==> src/rtl/thermo_pkg.sv <==
// rtl/thermo_pkg.sv - mode encoding and prefix-network helpers for the thermometer engine
package thermo_pkg;

    typedef enum logic [1:0] {
        THERMO_UP    = 2'd0,
        THERMO_DN    = 2'd1,
        THERMO_FIRST = 2'd2,
        THERMO_LAST  = 2'd3
    } thermo_mode_e;

    // Helpers work on a fixed wide vector; callers size-cast to their own width.
    localparam int MAX_W = 64;
    localparam int IDX_W = $clog2(MAX_W);

    function automatic logic [MAX_W-1:0] prefix_level(input logic [MAX_W-1:0] data,
                                                      input int s, input int w);
        logic [MAX_W-1:0] r;
        r = data;
        for (int i = 0; i < MAX_W; i++) begin
            if (i < w && ((i >> s) & 1) == 1)
                r[i] = data[i] | data[IDX_W'(((i >> s) << s) - 1)];
        end
        return r;
    endfunction

    function automatic logic [MAX_W-1:0] bit_reverse(input logic [MAX_W-1:0] data, input int w);
        logic [MAX_W-1:0] r;
        r = '0;
        for (int i = 0; i < MAX_W; i++) begin
            if (i < w)
                r[i] = data[IDX_W'(w - 1 - i)];
        end
        return r;
    endfunction

endpackage

==> src/rtl/thermo_pipe_stage.sv <==
// rtl/thermo_pipe_stage.sv - one elastic register slice carrying a beat payload
module thermo_pipe_stage #(
    parameter int PW = 8
) (
    input  logic          clk,
    input  logic          rst_n,
    input  logic          up_valid,
    input  logic [PW-1:0] up_data,
    input  logic          down_adv,
    output logic          adv,
    output logic          valid,
    output logic [PW-1:0] data
);

    assign adv = !valid || down_adv;

    always_ff @(posedge clk or negedge rst_n) begin
        if (!rst_n) begin
            valid <= 1'b0;
            data  <= '0;
        end else if (adv) begin
            valid <= up_valid;
            if (up_valid)
                data <= up_data;
        end
    end

endmodule

==> src/rtl/thermo_prefix_pipe.sv <==
// rtl/thermo_prefix_pipe.sv - pipelined prefix-OR thermometer / first / last-bit engine
module thermo_prefix_pipe
    import thermo_pkg::*;
#(
    parameter int W      = 8,
    parameter int STAGES = 2,
    parameter int TAG_W  = 4
) (
    input  logic             clk,
    input  logic             rst_n,
    input  logic             in_valid,
    output logic             in_ready,
    input  logic [W-1:0]     in_data,
    input  logic [1:0]       in_mode,
    input  logic [TAG_W-1:0] in_tag,
    output logic             out_valid,
    input  logic             out_ready,
    output logic [W-1:0]     out_data,
    output logic             out_any,
    output logic [TAG_W-1:0] out_tag
);

    localparam int LEVELS = $clog2(W);
    // Payload layout: {tag, mode, any, working vector}
    localparam int PW     = TAG_W + 3 + W;

    thermo_mode_e    entry_mode;
    logic [W-1:0]    entry_work;
    logic [PW-1:0]   entry;

    // Downward modes run the same upward network on the mirrored vector.
    always_comb begin
        entry_mode = thermo_mode_e'(in_mode);
        entry_work = in_data;
        if (entry_mode == THERMO_DN || entry_mode == THERMO_LAST)
            entry_work = W'(bit_reverse(MAX_W'(in_data), W));
    end

    assign entry = {in_tag, in_mode, |in_data, entry_work};

    for (genvar k = 0; k < STAGES; k++) begin : g_stage
        localparam int BASE = LEVELS / STAGES;
        localparam int XTRA = LEVELS % STAGES;
        localparam int NL   = BASE + ((k < XTRA) ? 1 : 0);
        localparam int LO   = k * BASE + ((k < XTRA) ? k : XTRA);

        logic          up_v;
        logic [PW-1:0] src;
        logic [W-1:0]  lvl;
        logic [W-1:0]  res;
        logic          down_adv;
        logic          adv_i;
        logic          v_i;
        logic [PW-1:0] q_i;

        if (k == 0) begin : g_head
            assign up_v = in_valid;
            assign src  = entry;
        end else begin : g_body
            assign up_v = g_stage[k-1].v_i;
            assign src  = g_stage[k-1].q_i;
        end

        if (k == STAGES - 1) begin : g_tail
            assign down_adv = out_ready;
        end else begin : g_mid
            assign down_adv = g_stage[k+1].adv_i;
        end

        always_comb begin
            lvl = src[W-1:0];
            for (int s = 0; s < LEVELS; s++) begin
                if (s >= LO && s < LO + NL)
                    lvl = W'(prefix_level(MAX_W'(lvl), s, W));
            end
        end

        if (k == STAGES - 1) begin : g_post
            logic [W-1:0] rev;
            always_comb begin
                rev = W'(bit_reverse(MAX_W'(lvl), W));
                res = lvl;
                case (thermo_mode_e'(src[W+2:W+1]))
                    THERMO_UP:    res = lvl;
                    THERMO_DN:    res = rev;
                    THERMO_FIRST: res = lvl & ~(lvl << 1);
                    THERMO_LAST:  res = rev & ~(rev >> 1);
                    default:      res = lvl;
                endcase
            end
        end else begin : g_pass
            assign res = lvl;
        end

        thermo_pipe_stage #(.PW(PW)) u_slice (
            .clk      (clk),
            .rst_n    (rst_n),
            .up_valid (up_v),
            .up_data  ({src[PW-1:W], res}),
            .down_adv (down_adv),
            .adv      (adv_i),
            .valid    (v_i),
            .data     (q_i)
        );
    end

    assign in_ready  = g_stage[0].adv_i;
    assign out_valid = g_stage[STAGES-1].v_i;
    assign out_data  = g_stage[STAGES-1].q_i[W-1:0];
    assign out_any   = g_stage[STAGES-1].q_i[W];
    assign out_tag   = g_stage[STAGES-1].q_i[PW-1:W+3];

endmodule

==> config.mk <==
export PLATFORM = sky130hd
export DESIGN_NAME = thermo_prefix_pipe
export DESIGN_NICKNAME = d
export VERILOG_FILES = /design/src/rtl/thermo_pkg.sv /design/src/rtl/thermo_pipe_stage.sv /design/src/rtl/thermo_prefix_pipe.sv
export SDC_FILE = /design/constraint.sdc
export NUM_CORES = 1
export LEC_CHECK = 0
export ABC_AREA = 0
export CAP_MARGIN = 5
export CORE_MARGIN = 2
export CORE_UTILIZATION = 45
export DETAILED_ROUTE_END_ITERATION = 8
export PLACE_DENSITY = 0.84
export SKIP_CTS_REPAIR_TIMING = 1
export SYNTH_ARGS = -nofsm -noshare
export SYNTH_HDL_FRONTEND = slang
export SYNTH_SLANG_ARGS = --single-unit
==> constraint.sdc <==
create_clock -name clk -period 1.5 [get_ports clk]
set_input_delay 0.3 -clock clk [delete_from_list [all_inputs] [get_ports clk]]
set_output_delay 0.3 -clock clk [all_outputs]
set_load 0.03 [all_outputs]
==> key figures <==
Outcome
  – Status: finished clean

STA
  – Fin crit share: 93.4%
  – Final Hold Fails: 0
  – Minimum clock period: 1400 ps
  – Slew Viols, Final: 0
  – Fmax: 714 MHz
  – Slew headroom: 75.0%
  – Measured slew at the worst slew-check pin: 375 ps
  – RSZ-0062 raised after global routing: false
  – Setup TNS: 0 ps
  – Final-report setup violation count: 0
  – Clock skew: 14.4 ps
  – Hold WS: 323 ps

Power
  – Leakage power: 0.924 nW
  – Max IR drop VDD: 443 uV
  – PwrDens: 1130 nW/um^2

Routing
  – DRC viols: 0
  – Vias per inst: 5.44
  – Routed WL per cell: 14.0 um
  – DR pass1 iterations: 4
  – Post-route ant nets: 0
  – Routed vias: 1252
  – Final WL: 3.22 mm
  – 1st-iter DRT viols: 49

Worst setup path
  – Critical path class: input port to primary output
  – Slowest cell on the critical path: clkdlybuf4s50_1
  – WP buf/inv: 2
  – R2R cell count: 3
  – Critical path's top delay family: buffers and inverters
  – R2R Setup Slk: 210 ps
  – Reg-to-reg endpoint: g_stage[1].u_slice.data[14]
  – Worst r2r src: g_stage[1].u_slice.valid
  – Crit-path max cell delay: 480 ps
  – Critical Path Start Type: input port
  – Crit path cell chain: clkdlybuf4s50_1, nand3b_4, buf_6
  – Worst path required time: 1200 ps
  – Crit Path Max Fanout: 7
  – Crit path arrival time: 1100 ps
  – CP endpoint kind: primary output

Global routing
  – GRT Overall Usage: 18.1%
  – Final global-route overflow total: 0
  – Vias in the first global route: 1167
  – First-pass GRT wire length: 5.44 mm
  – Largest net degree at the start of global routing: 31
  – Initial antenna violation count: 0

Clock tree
  – CTS sink cnt: 30
  – Max clock buf depth: 2
  – TritonCTS clock tree: built
  – Reg clk slew, reported paths: 110 ps
  – CTS Buf Count: 5
  – H-tree Lvls: 2
  – Clock root buffer master: clkbuf_4
  – Clock latency on the worst-skew pair: 340 ps

Final layout
  – Fillers: 260
  – Area delta synth->final: 36.7%
  – Finished Layout Cells: 230
  – Fin util: 63.1%
  – Share of post-route cells with drive strength above 1: 27.7%
  – Commonest non-fill, non-tap cell in the layout: dfrtp_1
  – Most frequent cells in the layout: dfrtp_1 (29), clkdlybuf4s50_1 (17), buf_4 (16)
  – Diodes inserted: 0
  – Nets: 201

Synth
  – Synth Area in Simple Gates: 14.7%
  – Synthesis Warnings: 0
  – Synth area leaders: dfrtp_1 (49%), mux2_2 (11%), a31oi_1 (3.7%)
  – Mux share of post-synthesis cell area: 16.6%
  – Post-synthesis sequential area ratio: 49.1%
  – Synth Area in Adders: 0%
  – Post-synth cell types: 33
  – Largest family of logic cells by synthesized area: multiplexers
  – Yosys reg bits: 30
  – Syn Nets: 153
  – Post-Synth XOR/XNOR Area: 0%
  – Cell count after synthesis: 135
  – Syn avg cell area: 11.3 um^2
  – Synth area leader: dfrtp_1
  – Post-Syn Area: 1530 um^2
  – Top cell type's share of synthesized area: 49.1%
  – Compound-Gate Fraction of Synth Area: 15.0%

Die
  – Initial core utilization: 46.2%
  – Row cnt: 21
  – Placeable Area: 3310 um^2
  – Ports: 33
  – Die Area: 3880 um^2
  – Die height: 62.3 um
  – Die width: 62.3 um

Placed design
  – Port bufs: 32
  – GPL Wtd Cong: 0.832
  – Placed Cells incl. Taps: 223
  – DPL Wire Length: 2.45 mm

Worst hold path
  – HP Class: input port to asynchronous set/reset pin

Run
  – Total of max-cap violations: 0
-- per-layer routing --
layer	GRT usage [%]	vias up	part of all wire, %
li1	-	597	-
met1	21.7	604	42
met2	30.3	44	51
met3	3.99	7	4.7
met4	10.0	0	1.8
met5	0	-	0
-- worst max-delay path by stage --
stage               slack (ps)                     start  depth (start not counted)                     endpoint
floorplan                   90  g_stage[1].u_slice.valid                          4  g_stage[0].u_slice.data[10]
global placement          -190                in_mode[0]                          5   g_stage[0].u_slice.data[3]
detailed placement        -270                in_mode[0]                          5   g_stage[0].u_slice.data[3]
CTS                       -240  g_stage[1].u_slice.valid                          1                    out_valid
global route                50                in_mode[0]                          5   g_stage[0].u_slice.data[3]
finish                     100                 out_ready                          3                     in_ready
-- power breakdown --
group | internal [W] | total, W | switching (W)
clock network | 0.000225 | 0.000515 | 0.000290
logic | 0.000387 | 0.000794 | 0.000408
registers | 0.000946 | 0.00106 | 0.000110
-- area by class of cell --
cell class	count	area, um^2	share of cell area, %
tap	46	57.6	2.75
clock buffer	6	51.3	2.46
clock inverter	2	12.5	0.599
timing repair buffer	49	497	23.8
sequential	30	752	36.0
multi-input combinational	94	708	33.9
inverter	3	11.3	0.539
-- registers in the layout, indices dropped and copies added (netlist names) --
name,flops
g_stage.u_slice.data,28
g_stage.u_slice.valid,2
-- Yosys cell counts --
cell type	number
mux2_2	15
nand3_1	4
a2bb2oi_1	1
nand4_1	1
or3b_1	1
a32o_1	1
o311ai_0	1
a21o_1	1
nand4b_1	1
o21ai_1	1
nand3b_4	1
mux2i_1	4
and2_1	1
nor4_4	1
nand2_1	5
dfrtp_1	30
nor2b_1	1
a31oi_1	9
nand2b_1	3
nand2_2	1
mux2_4	3
nor3_1	1
inv_1	3
nor2_1	8
or2_2	1
buf_6	3
buf_2	5
and3_1	1
nor4b_2	2
o21ai_0	9
o211ai_1	5
nor4_1	1
a21oi_1	10
-- cells by family after synthesis --
kind of cell	Yosys count
compound gates	38
simple gates	34
flops	30
buf+inv	11
mux	22
-- metrics by stage --
step                      area (um^2)  total power, W  setup WS (ps)
after floorplan                  1530         0.00153           94.2
after global placement           1990         0.00186           -186
after detailed placement         1990         0.00189           -267
after CTS                        2060         0.00240           -239
after global routing             2090         0.00250           50.6
final                            2090         0.00237           98.9
(Power assumes the default switching activity.)
